==> src/rtl/instr_encoder.sv <==
// rtl/instr_encoder.sv - RV32I field-bundle to instruction-word encoder
// Legal bundles become 32-bit words behind one output register; illegal ones are counted.
module instr_encoder (
  input  logic        clk,
  input  logic        rst_n,
  input  logic        start,
  input  logic [31:0] base_addr,
  input  logic        in_valid,
  output logic        in_ready,
  input  logic        in_last,
  input  logic [2:0]  in_fmt,
  input  logic [6:0]  in_opcode,
  input  logic [2:0]  in_funct3,
  input  logic [6:0]  in_funct7,
  input  logic [4:0]  in_rd,
  input  logic [4:0]  in_rs1,
  input  logic [4:0]  in_rs2,
  input  logic [31:0] in_imm,
  output logic        out_valid,
  input  logic        out_ready,
  output logic [31:0] out_instr,
  output logic [31:0] out_addr,
  output logic        err,
  output logic [7:0]  err_count,
  output logic [15:0] enc_count,
  output logic        busy,
  output logic        done
);

  localparam logic [2:0] FMT_I = 3'b000;
  localparam logic [2:0] FMT_S = 3'b001;
  localparam logic [2:0] FMT_U = 3'b010;
  localparam logic [2:0] FMT_R = 3'b011;
  localparam logic [2:0] FMT_B = 3'b101;
  localparam logic [2:0] FMT_J = 3'b110;
  localparam logic [6:0] OP_IMM = 7'b0010011;

  typedef enum logic [1:0] {ST_IDLE, ST_RUN, ST_DRAIN} state_t;

  state_t      state_q, state_d;
  logic        out_valid_q, out_valid_d;
  logic [31:0] out_instr_q, out_instr_d;
  logic [31:0] out_addr_q, out_addr_d;
  logic [31:0] addr_q, addr_d;
  logic        err_q, err_d;
  logic [7:0]  err_count_q, err_count_d;
  logic [15:0] enc_count_q, enc_count_d;

  logic        is_shift, fits12, fits13, fits21, legal;
  logic [31:0] word;
  logic        accept, out_hs;

  // Range checks: the immediate fits N signed bits when everything above bit N-1 is pure sign.
  always_comb begin
    is_shift = (in_opcode == OP_IMM) && ((in_funct3 == 3'b001) || (in_funct3 == 3'b101));
    fits12   = (&in_imm[31:11]) || !(|in_imm[31:11]);
    fits13   = (&in_imm[31:12]) || !(|in_imm[31:12]);
    fits21   = (&in_imm[31:20]) || !(|in_imm[31:20]);
    word     = '0;
    legal    = 1'b0;
    case (in_fmt)
      FMT_R: begin
        word  = {in_funct7, in_rs2, in_rs1, in_funct3, in_rd, in_opcode};
        legal = 1'b1;
      end
      FMT_I: begin
        if (is_shift) begin
          word  = {in_funct7, in_imm[4:0], in_rs1, in_funct3, in_rd, in_opcode};
          legal = !(|in_imm[31:5]);
        end else begin
          word  = {in_imm[11:0], in_rs1, in_funct3, in_rd, in_opcode};
          legal = fits12;
        end
      end
      FMT_S: begin
        word  = {in_imm[11:5], in_rs2, in_rs1, in_funct3, in_imm[4:0], in_opcode};
        legal = fits12;
      end
      FMT_B: begin
        word  = {in_imm[12], in_imm[10:5], in_rs2, in_rs1, in_funct3, in_imm[4:1], in_imm[11], in_opcode};
        legal = fits13 && !in_imm[0];
      end
      FMT_U: begin
        word  = {in_imm[31:12], in_rd, in_opcode};
        legal = !(|in_imm[11:0]);
      end
      FMT_J: begin
        word  = {in_imm[20], in_imm[10:1], in_imm[11], in_imm[19:12], in_rd, in_opcode};
        legal = fits21 && !in_imm[0];
      end
      default: ;
    endcase
  end

  always_comb begin
    state_d     = state_q;
    out_valid_d = out_valid_q;
    out_instr_d = out_instr_q;
    out_addr_d  = out_addr_q;
    addr_d      = addr_q;
    err_d       = 1'b0;
    err_count_d = err_count_q;
    enc_count_d = enc_count_q;
    done        = 1'b0;
    in_ready    = (state_q == ST_RUN) && (!out_valid_q || out_ready);
    accept      = in_valid && in_ready;
    out_hs      = out_valid_q && out_ready;

    if (out_hs) begin
      out_valid_d = 1'b0;
      enc_count_d = enc_count_q + 16'd1;
    end

    case (state_q)
      ST_IDLE: begin
        if (start) begin
          state_d     = ST_RUN;
          addr_d      = base_addr;
          err_count_d = '0;
          enc_count_d = '0;
        end
      end
      ST_RUN: begin
        if (accept) begin
          if (legal) begin
            out_valid_d = 1'b1;
            out_instr_d = word;
            out_addr_d  = addr_q;
            addr_d      = addr_q + 32'd4;
          end else begin
            err_d = 1'b1;
            if (err_count_q != 8'hFF) err_count_d = err_count_q + 8'd1;
          end
          if (in_last) state_d = ST_DRAIN;
        end
      end
      ST_DRAIN: begin
        if (!out_valid_q) begin
          done    = 1'b1;
          state_d = ST_IDLE;
        end
      end
      default: state_d = ST_IDLE;
    endcase
  end

  always_ff @(posedge clk) begin
    if (!rst_n) begin
      state_q     <= ST_IDLE;
      out_valid_q <= 1'b0;
      out_instr_q <= '0;
      out_addr_q  <= '0;
      addr_q      <= '0;
      err_q       <= 1'b0;
      err_count_q <= '0;
      enc_count_q <= '0;
    end else begin
      state_q     <= state_d;
      out_valid_q <= out_valid_d;
      out_instr_q <= out_instr_d;
      out_addr_q  <= out_addr_d;
      addr_q      <= addr_d;
      err_q       <= err_d;
      err_count_q <= err_count_d;
      enc_count_q <= enc_count_d;
    end
  end

  assign out_valid = out_valid_q;
  assign out_instr = out_instr_q;
  assign out_addr  = out_addr_q;
  assign err       = err_q;
  assign err_count = err_count_q;
  assign enc_count = enc_count_q;
  assign busy      = (state_q != ST_IDLE);

endmodule

==> config.mk <==
export PLATFORM = sky130hd
export DESIGN_NAME = instr_encoder
export DESIGN_NICKNAME = d
export VERILOG_FILES = /design/src/rtl/instr_encoder.sv
export SDC_FILE = /design/constraint.sdc
export NUM_CORES = 1
export LEC_CHECK = 0
export CORE_MARGIN = 4
export CORE_UTILIZATION = 45
export CTS_CLUSTER_SIZE = 40
export DETAILED_ROUTE_END_ITERATION = 10
export PLACE_DENSITY = 0.78
export SLEW_MARGIN = 20
export SYNTH_ARGS = -nofsm -noshare
export SYNTH_HDL_FRONTEND = slang
export SYNTH_SLANG_ARGS = --single-unit
==> constraint.sdc <==
create_clock -name clk -period 4.5 [get_ports clk]
set_input_delay 1.125 -clock clk [delete_from_list [all_inputs] [get_ports clk]]
set_output_delay 1.125 -clock clk [all_outputs]
set_load 0.02 [all_outputs]
# Word level (Yosys, flattened, before mapping)

Index checks and enable logic that the tools add are counted.

Bits of input ports: 105
Logic and storage cells: 92
Flip-flop bits (word level): 124

Equal/unequal tests: 18
Add/subtract/negate cells: 3
Reductions and logical operators: 35
Muxes and demuxes: 28

Operator list:

| cell                                                            | number |
|---|---|
| 32-bit one-hot mux with 6 select lines                          | 1 |
| 32-bit two-way mux                                              | 4 |
| 32-bit one-hot mux with 2 select lines                          | 1 |
| 16-bit two-way mux                                              | 3 |
| 32-bit by 3-bit adder with 32-bit output, second input constant | 1 |
| 8-bit two-way mux                                               | 4 |
| 27-bit OR reduction                                             | 1 |
| 12-bit OR reduction                                             | 2 |
| 21-bit AND reduction                                            | 1 |
| 21-bit OR reduction                                             | 1 |
| 20-bit AND reduction                                            | 1 |
| 20-bit OR reduction                                             | 1 |
| 16-bit by 1-bit adder with 16-bit output, second input constant | 1 |
| 8-bit one-hot mux with 2 select lines                           | 1 |
| 2-bit inequality test, second input constant                    | 6 |
| 12-bit AND reduction                                            | 1 |
| 3-bit == test, second input constant                            | 3 |
| 8-bit by 1-bit adder with 8-bit output, second input constant   | 1 |
| 1-bit two-way mux                                               | 8 |
| 2-bit two-way mux                                               | 4 |
| 8-bit inequality test, second input constant                    | 1 |
| 4-bit AND reduction                                             | 2 |
| 7-bit by 5-bit == test with 1-bit output, second input constant | 1 |
| 1-bit zero test                                                 | 7 |
| other kinds (14)                                                | 27 |

# Logic depth before layout (Yosys ltp)

Gate-level depths: netlist of the first run.

Depth in word-level cells: 8
Mapped depth: 9
Mapped depth without buffers: 8

# Worst setup path after synthesis of the first run

Ideal clock, no wire load.

Path type: in2reg
Start: input in_imm[20]
End: register addr_q[14]
Arrival: 2825 ps
Setup slack: 1556 ps
Stages: 8
Path buffers: 2
Cell sequence: nor4_2 and3_1 nand4_1 a311o_1 a31o_2 clkbuf_2 buf_2 o221a_2

Longest elaborated chain between the ends: 7

Ends and longest elaborated chain:

| element                                     | line       | RTL |
|---|---|---|
| start, declared                             | 18         | `input logic [31:0] in_imm,` |
| 21-bit OR reduction (tied with other cells) | 56         | `fits12 = (&in_imm[31:11]) \|\| !(\|in_imm[31:11]);` |
| 1-bit zero test, on equally long branches   | 56, 57, 58 |  |
| 1-bit logical OR, on equally long branches  | 56, 57, 58 |  |
| 1-bit two-way mux (tied with other cells)   | 67         | `if (is_shift) begin` |
| 1-bit one-hot mux with 6 select lines (*)   | 61         | `case (in_fmt)` |
| 2-bit inequality test (no line) (*)         | -          |  |
| 4-bit AND reduction (no line) (*)           | -          |  |
| end signal, assigned                        | 162        | `addr_q <= addr_d;` |
| end, declared                               | 44         | `logic [31:0] addr_q, addr_d;` |

Mark *: on every way between the ends. The rest lies on a longest branch, timed or not.
A chain may end at the register's enable or synchronous reset.

# Worst setup path in the final report of the first run

Start: input out_ready
End: output in_ready

Longest elaborated chain between the ends: 2

Ends and longest elaborated chain:

| element           | line | RTL |
|---|---|---|
| start, declared   | 20   | `input logic out_ready,` |
| 1-bit logical OR  | 105  | `in_ready = (state_q == ST_RUN) && (!out_valid_q \|\| out_ready);` |
| 1-bit logical AND | 105  |  |
| end, declared     | 9    | `output logic in_ready,` |

No other way between the ends.

==> results of run 1 <==
[worst reg2reg max path, delay by kind of cell (launching register included)]
kind / cells / cell delay [ps]
compound gates: 3 / 970
simple gates: 3 / 900
flops: 1 / 630
[Yosys cell counts (4+ instances only)]
cell type | instances | area, um2
a211oi_1 | 16 | 120.1
a21oi_1 | 38 | 190.2
a222oi_1 | 6 | 60.06
a22oi_1 | 10 | 75.07
a311oi_1 | 8 | 70.07
a31oi_1 | 22 | 137.6
a41oi_1 | 4 | 35.03
and2_1 | 10 | 62.56
and3_1 | 12 | 75.07
buf_2 | 13 | 65.06
buf_4 | 5 | 37.54
clkbuf_1 | 33 | 123.9
dfxtp_1 | 124 | 2482
inv_1 | 7 | 26.28
mux2_2 | 5 | 56.30
mux2i_1 | 46 | 460.4
nand2_1 | 75 | 281.5
nand2b_1 | 9 | 56.30
nand3_1 | 31 | 155.2
nand4_1 | 15 | 93.84
nor2_1 | 123 | 461.7
nor2b_1 | 4 | 25.02
nor3_1 | 11 | 55.05
nor4_1 | 5 | 31.28
nor4_2 | 4 | 50.05
o21ai_0 | 32 | 160.2
o221a_2 | 11 | 123.9
o22ai_1 | 4 | 25.02
o31ai_1 | 4 | 30.03
o32ai_1 | 4 | 35.03
or3_1 | 9 | 56.30
xor2_1 | 8 | 70.07
[layout make-up]
cell class | count | share of cell area
tap | 176 | 0.02476
clock buffer | 20 | 0.05135
timing repair buffer | 212 | 0.2358
inverter | 7 | 0.002954
sequential | 124 | 0.2791
clock inverter | 12 | 0.01632
multi-input combinational | 570 | 0.3897
[layer usage]
metal  up-vias  wire length, um
met1      2944             7819
li1       3122                -
met3        15             1727
met5         -                0
met2       220             9022
met4         0              185
[worst max path at each step]
stage	cells past startpoint	endpoint	slack [ps]
global route	4	in_ready	720
detailed placement	9	addr_q[6]$_SDFFE_PN0P_	560
CTS	4	in_ready	780
finish	4	in_ready	810
global placement	9	addr_q[8]$_SDFFE_PN0P_	620
floorplan	8	addr_q[14]$_SDFFE_PN0P_	1560
[where the power goes]
part,switching [mW],internal (mW)
combinational,0.172,0.169
clock,0.502,0.894
sequential,0.0402,1.13
[stage by stage]
stage / utilization / instances / setup WS (ps) / area [um2] / hold slack, ps
2_1_floorplan: - / 756 / 1556 / 6218 / 436.0
3_3_place_gp: 0.6188 / 1089 / 624.4 / 8292 / 448.4
3_5_place_dp: 0.6188 / 1089 / 559.3 / 8292 / 451.9
4_1_cts: 0.6637 / 1121 / 780.8 / 8894 / 459.5
5_1_grt: 0.6637 / 1121 / 715.7 / 8894 / 491.4
6_report: 0.6637 / 1121 / 810.3 / 8894 / 458.0
[cell families after synthesis]
group / after synthesis / share of synthesized area
fa+ha+maj: 3 / 0.006037
buf+inv: 62 / 0.04567
xor+xnor: 11 / 0.01549
mux: 51 / 0.08310
flops: 124 / 0.3992
simple gates: 326 / 0.2519
compound gates: 179 / 0.1986
[state kept, by name, summed over array words and instances (netlist names)]
signal,count
out_instr,32
err_count,8
out_addr,32
addr_q,32
state_q,2
out_valid,1
err,1
enc_count,16
==> key figures, run 1 <==
Routing
  • Drt first pass iters: 5
  • Routed via count: 6301
  • WL final: 18.75 mm
  • Vias/cell: 5.621
  • Number of remaining DRC errors: 0
  • Wirelength per Cell: 16.73 um
  • Initial DRC count: 566
  • Remaining antenna violation count: 0

Yosys
  • Cell variety after synth: 63
  • Sequential fraction of the synthesis area: 0.3992
  • Flop and latch count out of synthesis: 124
  • Number of flops mapped to enable cells by yosys: 0
  • Asr flop ratio synth: 0
  • Synth Warn #: 0
  • Ys flop type: dfxtp_1
  • Mean Syn Cell Area: 8.225 um2
  • Mapped Nets: 864
  • Mapped Area: 0.006218 mm2
  • Synth Instances: 756

Critical path
  • Largest stage delay on the critical path: 630 ps
  • Worst-path cell chain: clkdlybuf4s50_1, nand2b_1, nor2b_1, clkdlybuf4s50_1
  • CP delay by family, top: buffers and inverters
  • Launch point of the critical path: out_ready
  • CP required: 3380 ps
  • Slowest-stage cell, CP: clkdlybuf4s50_1
  • Flop2flop setup slack: 1940 ps
  • R2r startpoint: state_q[0]$_SDFFE_PN0P_
  • Crit. End Element: output port
  • WP data arrival: 2560 ps
  • Critical path startpoint category: primary input
  • Worst reg2reg path depth: 6
  • Critical path type: in2out
  • Crit Path Max Fanout: 4
  • Reg2reg end: err_count[2]$_SDFFE_PN0P_
  • Worst Path Buf+Inv: 2
  • Most used cell, CP: clkdlybuf4s50_1

Placement
  • Port Buf Inserts: 197
  • Routability congestion estimate: 0.8477
  • DP Wirelength: 13.43 mm

Clocking
  • Worst-Skew Late Latency: 420 ps
  • # resized after CTS: 0
  • Root buf cell: clkbuf_16
  • CTS tree: built
  • CTS buffer count: 17
  • Max Buffers Root-to-Sink: 2
  • H-tree levels: 4
  • Setup Fix Bufs, Post-CTS: 0
  • Hold_buf cts: 0
  • Clock sinks: 124
  • Clk slew on worst S/H paths: 50 ps

Floorplan
  • Die area: 0.01576 mm2
  • Core Footprint: 0.01340 mm2
  • Initial Utilization: 0.4641
  • IO Count: 198
  • Row count: 42
  • Chip Height: 125.6 um
  • Die Width: 125.6 um

GRT
  • Met3 Use GR: 0.09168
  • Met2 layer usage reported by global route: 0.3811
  • Vias in the first global route: 6037
  • Largest net degree at the start of global routing: 58
  • Antenna violations before repair: 0
  • Grt ovf: 0
  • GRT Overall Usage: 0.2321
  • Met1 Track Usage GR: 0.2829
  • GRT busiest layer: met2
  • First-pass GRT wire length: 30.09 mm

Final layout
  • NumNets Final: 1040
  • Fraction of layout cells with a size suffix above 1: 0.08042
  • FF/Latch Area: 0.002482 mm2
  • Commonest non-fill, non-tap cell in the layout: clkdlybuf4s50_1
  • Area of the multi-input gates: 0.003466 mm2
  • Fill count: 1174
  • Area growth syn-to-layout: 43.02%
  • Antenna Cells: 0
  • Most frequent cells in the layout: clkdlybuf4s50_1, dfxtp_1, nor2_1, nand2_1, mux2i_1

STA
  • Clock skew after layout: 6.657 ps
  • Tightest Pin Transition: 876.2 ps
  • Max_slew headroom: 0.4110
  • Period minus WS final: 3690 ps
  • Max-slew violations: 0
  • Setup TNS Final: 0 ps
  • Tcrit/Tclk final: 0.8199
  • Unrepaired setup endpoints after global routing: no
  • Final Hold Fails: 0
  • Finish-stage setup viols: 0
  • Fmax: 271.0 MHz

Worst hold path
  • Worst Hold Path EP: addr_q[1]$_SDFFE_PN0P_
  • Hold WC Path Type: reg2reg
  • Worst Hold Launch: addr_q[1]$_SDFFE_PN0P_
  • Hold Path Depth: 2

Power and ir drop
  • Total power: 2.903 mW
  • P per Cell Area: 326.5 mW/mm2
  • LEAKAGE: 3.068 nW
  • Maximum VDD drop: 234.5 uV

Flow run
  • Max Cap Violations: 0

Status
  • Run status: finished, final reports clean
Power figures use the tool's default switching activity.
==> inputs of run 2 (changes only) <==
--- a/config.mk
+++ b/config.mk
@@ -6,10 +6,10 @@
 export NUM_CORES = 1
 export LEC_CHECK = 0
 export CORE_MARGIN = 4
-export CORE_UTILIZATION = 45
+export CORE_UTILIZATION = 42
 export CTS_CLUSTER_SIZE = 40
 export DETAILED_ROUTE_END_ITERATION = 10
-export PLACE_DENSITY = 0.78
+export PLACE_DENSITY = 0.77
 export SLEW_MARGIN = 20
 export SYNTH_ARGS = -nofsm -noshare
 export SYNTH_HDL_FRONTEND = slang
==> constraint.sdc (replaced) <==
create_clock -name clk -period 3 [get_ports clk]
set_input_delay 0.75 -clock clk [delete_from_list [all_inputs] [get_ports clk]]
set_output_delay 0.75 -clock clk [all_outputs]
set_load 0.02 [all_outputs]
==> run 2 against run 1 <==
Power increased by 48%; sequential cell count stayed put; via count increased by 5.5%; design area increased by 6.1%; setup slack lost 770 ps; largest cell class unchanged; highest routed layer is now met5.
==> key figures, run 2 (synthesis results as in run 1) <==
Critical path
  • Flop2flop setup slack: 690 ps (-1250 ps)
  • CP required: 3350 ps (-30 ps)
  • Crit. End Element: flop
  • Worst reg2reg path depth: 6 (unchanged)
  • Crit Path Max Fanout: 11 (+7)
  • Reg2reg end: addr_q[29]$_SDFFE_PN0P_
  • Critical path startpoint category: primary input
  • WP data arrival: 3300 ps (+740 ps)
  • R2r startpoint: addr_q[13]$_SDFFE_PN0P_
  • Critical path type: in2reg

Placement
  • Placed cell area: 0.008737 mm2 (+5.4%)
  • Routability congestion estimate: 0.8242 (-2.8%)
  • Port Buf Inserts: 197 (unchanged)
  • DP Wirelength: 14.11 mm (+5.0%)

Routing
  • Vias/cell: 5.607 (-0.25%)
  • Number of remaining DRC errors: 0 (unchanged)
  • Routed via count: 6650 (+5.5%)
  • Wirelength per Cell: 16.60 um (-0.78%)
  • Initial DRC count: 478 (-16%)
  • WL final: 19.69 mm (+5.0%)
  • Remaining antenna violation count: 0 (unchanged)
  • Drt first pass iters: 6 (+1)

Final layout
  • Antenna Cells: 0 (unchanged)
  • Fill count: 1260 (+7.3%)
  • Most frequent cells in the layout: clkdlybuf4s50_1, dfxtp_1, nor2_1, nand2_1, buf_4
  • Commonest non-fill, non-tap cell in the layout: clkdlybuf4s50_1
  • NumNets Final: 1097 (+5.5%)
  • Fraction of layout cells with a size suffix above 1: 0.1387 (+0.05830)
  • Post-route cell area: 0.009438 mm2 (+6.1%)
  • Area growth syn-to-layout: 51.77%

GRT
  • Grt ovf: 0 (unchanged)
  • Met1 Track Usage GR: 0.2774 (-0.005504)
  • Antenna violations before repair: 1 (+1)
  • Met3 Use GR: 0.07090 (-0.02079)
  • Met2 layer usage reported by global route: 0.3679 (-0.01315)
  • GRT busiest layer: met2
  • Vias in the first global route: 6286 (+4.1%)
  • Largest net degree at the start of global routing: 45 (-22%)
  • GRT Overall Usage: 0.2254 (-0.006735)
  • First-pass GRT wire length: 30.51 mm (+1.4%)

Power and ir drop
  • Maximum VDD drop: 384.3 uV (+64%)
  • P per Cell Area: 456.4 mW/mm2 (+40%)
  • Total power: 4.307 mW (+48%)
  • LEAKAGE: 3.400 nW (+11%)

Clocking
  • Worst-Skew Late Latency: 420 ps (about the same)
  • CTS buffer count: 17 (unchanged)
  • H-tree levels: 4 (unchanged)
  • Clock sinks: 124 (unchanged)
  • Max Buffers Root-to-Sink: 2 (unchanged)
  • Hold_buf cts: 0 (unchanged)
  • Clk slew on worst S/H paths: 60 ps (about the same)
  • Root buf cell: clkbuf_16
  • CTS tree: built

Floorplan
  • Die area: 0.01682 mm2 (+6.7%)
  • Initial Utilization: 0.4279 (-0.03619)
  • IO Count: 198 (unchanged)
  • Core Footprint: 0.01453 mm2 (+8.5%)
  • Chip Height: 129.7 um (+3.3%)
  • Die Width: 129.7 um (+3.3%)
  • Row count: 44 (+4.8%)

Flow run
  • Max Cap Violations: 0 (unchanged)

Worst hold path
  • Worst Hold Path EP: addr_q[1]$_SDFFE_PN0P_
  • Worst Hold Launch: addr_q[1]$_SDFFE_PN0P_
  • Hold Path Depth: 2 (unchanged)
  • Hold WC Path Type: reg2reg

Status
  • Run status: finished, final reports clean

STA
  • Final Hold Fails: 0 (unchanged)
  • Period minus WS final: 2955 ps
  • Max_slew headroom: 0.6563 (+0.2453)
  • Max-slew violations: 0 (unchanged)
  • Finish-stage setup viols: 0 (unchanged)
  • Fmax: 338.4 MHz
  • Tcrit/Tclk final: 0.9849
  • Clock skew after layout: 10.16 ps (+3.498 ps)
  • Tightest Pin Transition: 515.6 ps (-360.6 ps)
[run 2: per-stage QoR]
| step | utilization | hold WS [ps] | std cells | setup slack [ps] | setup TNS, ps |
|---|---|---|---|---|---|
| floorplan | - | 436.0 | 756 | 431.2 | 0 |
| global placement | 0.6012 | 445.2 | 1150 | -282.7 | -20100 |
| detailed placement | 0.6012 | 447.4 | 1150 | -308.7 | -23180 |
| CTS | 0.6407 | 454.7 | 1182 | 90.19 | 0 |
| global route | 0.6494 | 501.5 | 1186 | -37.44 | -43.19 |
| finish | 0.6494 | 453.4 | 1186 | 45.26 | 0 |
[run 2: what timing repair did]
item | 4_1_cts | 5_1_grt
endpoints found under the setup margin | 0 | 36
buffers inserted | 0 | 3
resized for setup | 0 | 13
[run 2: area by class of cell]
type                       instances  area [um2]  area share
clock buffer                      22       484.2     0.05131
clock inverter                    10       90.09    0.009545
inverter                           7       26.28    0.002784
timing repair buffer             269        2603      0.2758
multi-input combinational        570        3522      0.3732
tap                              184       230.2     0.02439
sequential                       124        2482      0.2630
[run 2: power by group]
part / leakage [nW] / internal (mW) / switching (mW)
clock network: 0.278 / 1.22 / 0.764
registers: 1.00 / 1.69 / 0.0542
logic: 2.12 / 0.297 / 0.280
[run 2: critical path: stages]
cell	delay (ps)
clkdlybuf4s50_1	480
nor4_4	350
and3_4	250
nand4_1	110
a311o_2	470
and2_4	200
or4_1	510
a31oi_1	170
[run 2: how the worst max path moves through the flow]
stage	start	endpoint	slack, ps	depth (start not counted)
floorplan	in_imm[20]	addr_q[14]$_SDFFE_PN0P_	430	8
global placement	in_imm[25]	addr_q[29]$_SDFFE_PN0P_	-280	9
detailed placement	in_imm[20]	addr_q[29]$_SDFFE_PN0P_	-310	8
CTS	out_ready	in_ready	90	4
global route	in_imm[28]	addr_q[29]$_SDFFE_PN0P_	-40	8
finish	in_imm[28]	addr_q[29]$_SDFFE_PN0P_	50	8
[run 2: routing by layer]
layer	routed length [um]	share of wire
met1	8251	0.42
met2	9500	0.48
met3	1480	0.075
met4	442	0.022
met5	13	0.00066
==> inputs of run 3 (changes only) <==
--- a/config.mk
+++ b/config.mk
@@ -14,3 +14,4 @@
 export SYNTH_ARGS = -nofsm -noshare
 export SYNTH_HDL_FRONTEND = slang
 export SYNTH_SLANG_ARGS = --single-unit
+export TNS_END_PERCENT = 20
==> results of run 3 <==
The final DEF is identical to that of run 2; final timing and power are the same.
